## src/rtl/pc_fetch_unit_if.sv

```systemverilog
// Bus bundle between the fetch unit, the branch/return logic, instruction memory and IF/ID.
// The fetch unit uses the master view; the surrounding pipeline and memory use the slave view.
interface pc_fetch_unit_if;
  logic       stall;
  logic       pc_branch_taken;
  logic [7:0] branch_target;
  logic       ret_valid;
  logic [7:0] ret_target;
  logic       rti_done;
  logic       intr;
  logic [7:0] imem_addr;
  logic [7:0] imem_rdata;
  logic [7:0] pc;
  logic [7:0] pc_plus1;
  logic [7:0] instr_out;
  logic       instr_valid;
  logic       flush;
  logic       int_ack;
  logic [7:0] int_ret_addr;

  modport master (
    input  stall, pc_branch_taken, branch_target, ret_valid, ret_target,
           rti_done, intr, imem_rdata,
    output imem_addr, pc, pc_plus1, instr_out, instr_valid, flush,
           int_ack, int_ret_addr
  );

  modport slave (
    output stall, pc_branch_taken, branch_target, ret_valid, ret_target,
           rti_done, intr, imem_rdata,
    input  imem_addr, pc, pc_plus1, instr_out, instr_valid, flush,
           int_ack, int_ret_addr
  );
endinterface

```

## src/rtl/pc_fetch_unit.sv

```systemverilog
// Fetch stage: owns the 8-bit PC, loads reset/interrupt vectors from imem,
// applies branch/return redirects and sequences interrupt entry.
module pc_fetch_unit #(
  parameter logic [7:0] RESET_VEC_ADDR = 8'h00,
  parameter logic [7:0] INT_VEC_ADDR   = 8'h01
) (
  input  logic               clk,
  input  logic               rst,
  pc_fetch_unit_if.master    bus
);

  typedef enum logic [1:0] {
    ST_RST_VEC = 2'd0,
    ST_RUN     = 2'd1,
    ST_INT_VEC = 2'd2
  } state_t;

  state_t     r_state, w_state_next;
  logic [7:0] r_pc, w_pc_next;
  logic [7:0] r_int_ret_addr, w_int_ret_addr_next;
  logic       r_int_ack;
  logic       r_int_pending, w_int_pending_next;
  logic       r_int_en, w_int_en_next;

  logic       w_redirect;
  logic [7:0] w_redirect_target;
  logic       w_take_int;
  logic       w_instr_valid;
  logic [7:0] w_imem_addr;

  always_comb begin
    w_redirect          = bus.ret_valid | bus.pc_branch_taken;
    w_redirect_target   = bus.ret_valid ? bus.ret_target : bus.branch_target;
    // A redirect from an older instruction wins; the interrupt stays pending.
    w_take_int          = (r_state == ST_RUN) & r_int_pending & r_int_en
                          & ~bus.stall & ~w_redirect;

    w_state_next        = r_state;
    w_pc_next           = r_pc;
    w_int_ret_addr_next = r_int_ret_addr;
    w_int_en_next       = r_int_en;
    w_int_pending_next  = r_int_pending | (bus.intr & r_int_en);
    w_imem_addr         = r_pc;
    w_instr_valid       = 1'b0;

    case (r_state)
      ST_RST_VEC: begin
        w_imem_addr  = RESET_VEC_ADDR;
        w_pc_next    = bus.imem_rdata;
        w_state_next = ST_RUN;
      end
      ST_RUN: begin
        w_imem_addr   = r_pc;
        w_instr_valid = ~w_redirect & ~w_take_int;
        if (w_redirect) begin
          w_pc_next = w_redirect_target;
        end else if (w_take_int) begin
          w_int_ret_addr_next = r_pc;
          w_int_en_next       = 1'b0;
          w_int_pending_next  = 1'b0;
          w_state_next        = ST_INT_VEC;
        end else if (!bus.stall) begin
          w_pc_next = r_pc + 8'd1;
        end
      end
      ST_INT_VEC: begin
        w_imem_addr  = INT_VEC_ADDR;
        w_pc_next    = bus.imem_rdata;
        w_state_next = ST_RUN;
        // An in-flight redirect means the ISR must return to its target instead.
        if (w_redirect) begin
          w_int_ret_addr_next = w_redirect_target;
        end
      end
      default: begin
        w_state_next = ST_RST_VEC;
      end
    endcase

    if (bus.rti_done) begin
      w_int_en_next = 1'b1;
    end
  end

  always_ff @(posedge clk) begin
    if (rst) begin
      r_state        <= ST_RST_VEC;
      r_pc           <= 8'h00;
      r_int_ret_addr <= 8'h00;
      r_int_ack      <= 1'b0;
      r_int_pending  <= 1'b0;
      r_int_en       <= 1'b1;
    end else begin
      r_state        <= w_state_next;
      r_pc           <= w_pc_next;
      r_int_ret_addr <= w_int_ret_addr_next;
      r_int_ack      <= (r_state == ST_INT_VEC);
      r_int_pending  <= w_int_pending_next;
      r_int_en       <= w_int_en_next;
    end
  end

  assign bus.imem_addr    = w_imem_addr;
  assign bus.pc           = r_pc;
  assign bus.pc_plus1     = r_pc + 8'd1;
  assign bus.instr_out    = (r_state == ST_RUN) ? bus.imem_rdata : 8'h00;
  assign bus.instr_valid  = w_instr_valid & ~rst;
  assign bus.flush        = w_redirect & (r_state != ST_RST_VEC) & ~rst;
  assign bus.int_ack      = r_int_ack;
  assign bus.int_ret_addr = r_int_ret_addr;

endmodule

```

## src/flat_wrapper.sv

```systemverilog
// flat-port wrapper written by rule: the top's interface ports become plain ports
module pc_fetch_unit_flat 
#(
  parameter logic [7:0] RESET_VEC_ADDR = 8'h00,
  parameter logic [7:0] INT_VEC_ADDR   = 8'h01
)
  (clk, rst, bus_stall, bus_pc_branch_taken, bus_branch_target, bus_ret_valid, bus_ret_target, bus_rti_done, bus_intr, bus_imem_rdata, bus_imem_addr, bus_pc, bus_pc_plus1, bus_instr_out, bus_instr_valid, bus_flush, bus_int_ack, bus_int_ret_addr);
  pc_fetch_unit_if bus_i ();
  input  logic clk;
  input  logic rst;
  input wire logic [$bits(bus_i.stall)-1:0] bus_stall;
  input wire logic [$bits(bus_i.pc_branch_taken)-1:0] bus_pc_branch_taken;
  input wire logic [$bits(bus_i.branch_target)-1:0] bus_branch_target;
  input wire logic [$bits(bus_i.ret_valid)-1:0] bus_ret_valid;
  input wire logic [$bits(bus_i.ret_target)-1:0] bus_ret_target;
  input wire logic [$bits(bus_i.rti_done)-1:0] bus_rti_done;
  input wire logic [$bits(bus_i.intr)-1:0] bus_intr;
  input wire logic [$bits(bus_i.imem_rdata)-1:0] bus_imem_rdata;
  output wire logic [$bits(bus_i.imem_addr)-1:0] bus_imem_addr;
  output wire logic [$bits(bus_i.pc)-1:0] bus_pc;
  output wire logic [$bits(bus_i.pc_plus1)-1:0] bus_pc_plus1;
  output wire logic [$bits(bus_i.instr_out)-1:0] bus_instr_out;
  output wire logic [$bits(bus_i.instr_valid)-1:0] bus_instr_valid;
  output wire logic [$bits(bus_i.flush)-1:0] bus_flush;
  output wire logic [$bits(bus_i.int_ack)-1:0] bus_int_ack;
  output wire logic [$bits(bus_i.int_ret_addr)-1:0] bus_int_ret_addr;
  assign bus_i.stall = bus_stall;
  assign bus_i.pc_branch_taken = bus_pc_branch_taken;
  assign bus_i.branch_target = bus_branch_target;
  assign bus_i.ret_valid = bus_ret_valid;
  assign bus_i.ret_target = bus_ret_target;
  assign bus_i.rti_done = bus_rti_done;
  assign bus_i.intr = bus_intr;
  assign bus_i.imem_rdata = bus_imem_rdata;
  assign bus_imem_addr = bus_i.imem_addr;
  assign bus_pc = bus_i.pc;
  assign bus_pc_plus1 = bus_i.pc_plus1;
  assign bus_instr_out = bus_i.instr_out;
  assign bus_instr_valid = bus_i.instr_valid;
  assign bus_flush = bus_i.flush;
  assign bus_int_ack = bus_i.int_ack;
  assign bus_int_ret_addr = bus_i.int_ret_addr;
  pc_fetch_unit #(.RESET_VEC_ADDR(RESET_VEC_ADDR), .INT_VEC_ADDR(INT_VEC_ADDR)) u_core (.clk(clk), .rst(rst), .bus(bus_i));
endmodule
```

## config.mk

```make
export PLATFORM = sky130hd
export DESIGN_NAME = pc_fetch_unit_flat
export DESIGN_NICKNAME = d
export VERILOG_FILES = /design/src/rtl/pc_fetch_unit_if.sv /design/src/rtl/pc_fetch_unit.sv /design/src/flat_wrapper.sv
export SDC_FILE = /design/constraint.sdc
export NUM_CORES = 1
export LEC_CHECK = 0
export CAP_MARGIN = 40
export CORE_MARGIN = 1.5
export CORE_UTILIZATION = 43
export CTS_CLUSTER_SIZE = 28
export DETAILED_ROUTE_END_ITERATION = 10
export PLACE_DENSITY = 0.84
export SYNTH_ARGS = -nofsm -noshare
export SYNTH_HDL_FRONTEND = slang
export SYNTH_SLANG_ARGS = --single-unit
```

## constraint.sdc

```tcl
create_clock -name clk -period 3.1 [get_ports clk]
set_input_delay 0.62 -clock clk [delete_from_list [all_inputs] [get_ports clk]]
set_output_delay 0.62 -clock clk [all_outputs]
set_load 0.02 [all_outputs]
```

==> flow_summary.ini <==
[status]
status = completed

[place]
placed_cells = 301
port_buffers = 73
place.gp.congestion = 0.858
dp_hpwl_um = 3310
post-place-ws_ns = 0.101

[worst_setup_path]
rrSetupSlack_ns = 1.32
cp_top_family = buffers and inverters
rr_startpoint = u_core.bus.pc[1]
cp_slowest_cell = clkdlybuf4s50_1
cp.required_ns = 2.48
reg2reg_depth = 5
path_depth = 4
max_stage_delay_ns = 0.62
worstSetupStartpointType = primary input
startpoint = bus_ret_valid
critPathKind = in2out
cp_cell_sequence = clkdlybuf4s50_1 -> or4b_4 -> nor3_1 -> clkdlybuf4s50_1
cpMostUsedCell = clkdlybuf4s50_1
critical_path.endpoint = bus_instr_valid
cp-end-kind = output port
cp_data_arrival_time_ns = 2.37
r2r_end = u_core.bus.pc[4]
crit_fanout = 3
critPathBufInv = 2

[sta]
min_period_ns = 2.99
setup_viol = 0
rsz0062_at_grt = false
fin_tns_setup_ns = 0
slew_headroom_pct = 67.9
fmax_mhz = 334
setup_ws_ns = 0.107
period_share_pct = 96.6
final_hold_viol_count = 0
tightest_slew_ns = 0.481
maxSlewViolCount = 0
finalClockSkew_ns = 0.00441

[floorplan]
die_y_um = 61.7
core-area_um2 = 3310
die_area_um2 = 3810
rows = 21
die_width_um = 61.7
start_util_pct = 44.8
ios = 74

[drt]
wirelength_um = 4360
drtIter0Drc = 80
post_drt_wl_per_cell_um = 14.3
num_vias = 1640
vias_per_cell = 5.38
drcViolationCount = 0
drt-pass1-iter-count = 4
postRouteAntennaNets = 0

[clock_network]
clock_latency_ns = 0.30
cts_setup_buffers = 0
cts_buffers = 3
path_clk_slew_ns = 0.12
cts_hold_buf = 0
cts_sinks = 21
htreeDepth = 1
cts-resized-gates = 0
clockBufferDepth = 2
cts-root-buf = clkbuf_4
tritoncts = built

[global_routing]
use_met3_pct = 2.28
grt.overflow.total = 0
antenna_found_initial = 0
grt_max_degree = 24
grt_util_met2_pct = 37.9
groute.layer.met1.usage_pct = 31.6
grt_busiest_layer = met2
grt_usage_pct = 22.7
grt_pass1_wl_um = 6470
grt_pass1_vias = 1397

[logic_synthesis]
synth-edff-count = 0
synth_cells = 189
yosys-top-cells-area = dfxtp_1 28%, nand2_1 7.1%, and2_1 6.3%, o211ai_1 5.1%, mux2i_1 4.7%
synth_flop_cell = dfxtp_1
ys_types = 47
async_flop_share_pct = 0
yosysSeqAreaShare_pct = 28.4
ys_seq_elements = 21
yosys_warnings = 0
synth_common_cells = 28 x nand2_1, 21 x dfxtp_1, 15 x and2_1, 11 x a21oi_1, 11 x nor2_1
avgSynthCellArea_um2 = 7.84
synth_nets = 221
synth_top_area_share_pct = 28.4
synth_area_leader_cell = dfxtp_1
synth_most_common_cell = nand2_1
syn_area_um2 = 1480

[power_and_ir_drop]
power.density_nw_per_um2 = 306
p_leak_nw = 0.842
ir_drop_uv = 154

[finish]
drive_above_1_share_pct = 7.34
final_nets = 292
antenna_cells = 0
areaGrowthSynthToFinish_pct = 53.5
final_cells = 305

[run]
drv_cap = 0

[worst_hold_path]
hold_class = reg2reg
## state kept, by name (all words and copies together) (netlist names)
register,cells
u_core.r_state,2
u_core.r_int_en,1
u_core.bus.int_ret_addr,8
u_core.bus.int_ack,1
u_core.bus.pc,8
u_core.r_int_pending,1
## cells by family after synthesis
| logic type | Yosys count | synth area share (%) |
|---|---|---|
| fa+ha+maj | 1 | 0.844 |
| compound gates | 47 | 23.8 |
| xor+xnor | 5 | 2.95 |
| mux | 7 | 4.73 |
| buf+inv | 20 | 6.75 |
| flops | 21 | 28.4 |
| simple gates | 88 | 32.6 |
## per-layer routing
| metal | share of wire, % | vias up |
|---|---|---|
| li1 | - | 826 |
| met1 | 45 | 747 |
| met2 | 49 | 65 |
| met3 | 6.1 | 2 |
| met4 | 0.62 | 0 |
| met5 | 0 | - |
## cell type report
cell class	instances	area, µm²
clock buffers	4	26.3
fillers	294	1030
inverters	5	18.8
multi-input cells	148	962
flip-flops and latches	21	420
well taps	46	57.6
repair buffers	81	791
## how the worst min path moves through the flow
stage | start | endpoint | slack [ns] | cells past startpoint
2_1_floorplan | u_core.r_int_en | u_core.r_int_en | 0.50 | 1
3_3_place_gp | u_core.bus.int_ret_addr[5] | u_core.bus.int_ret_addr[5] | 0.44 | 2
3_5_place_dp | u_core.bus.int_ret_addr[7] | u_core.bus.int_ret_addr[7] | 0.45 | 2
4_1_cts | u_core.bus.int_ret_addr[7] | u_core.bus.int_ret_addr[7] | 0.46 | 2
5_1_grt | u_core.bus.int_ret_addr[2] | u_core.bus.int_ret_addr[2] | 0.48 | 2
6_report | u_core.bus.int_ret_addr[7] | u_core.bus.int_ret_addr[7] | 0.46 | 2
## metrics by stage
step	hold WS (ns)	power [mW]	instance area (µm²)	utilization, %
global route	0.476	0.732	2280	68.7
CTS	0.461	0.696	2280	68.7
floorplan	0.498	0.437	1480	-
global placement	0.439	0.564	2250	68.0
detailed placement	0.445	0.565	2250	68.0
finish	0.460	0.697	2280	68.7
## power by group
part           switching [mW]  internal [mW]  total, mW
clock                  0.0858         0.0501      0.136
sequential             0.0185          0.281      0.300
combinational           0.127          0.134      0.261
total                   0.231          0.465      0.697
## layout by cell type (no fill, tap or decap), types with 3 or more instances in the layout
cell / n
nand2b_1: 4
nand3_1: 6
nor2_1: 11
clkdlybuf4s50_1: 73
o211ai_1: 10
o21ai_0: 3
a21o_1: 4
and2_1: 15
a311oi_1: 4
xnor2_1: 3
mux2i_1: 7
nor3_1: 6
nand2_1: 28
a21oi_1: 11
a211oi_1: 3
buf_4: 8
inv_1: 5
clkbuf_4: 3
dfxtp_1: 21
## worst min-delay path: cells and delay by family (launching register included)
kind             cells  cell delay [ns]
flip-flops           1             0.33
AND/OR/NAND/NOR      1             0.05
AO/OA/AOI/OAI        1             0.05
No activity file was read; power rests on OpenSTA's default activity.
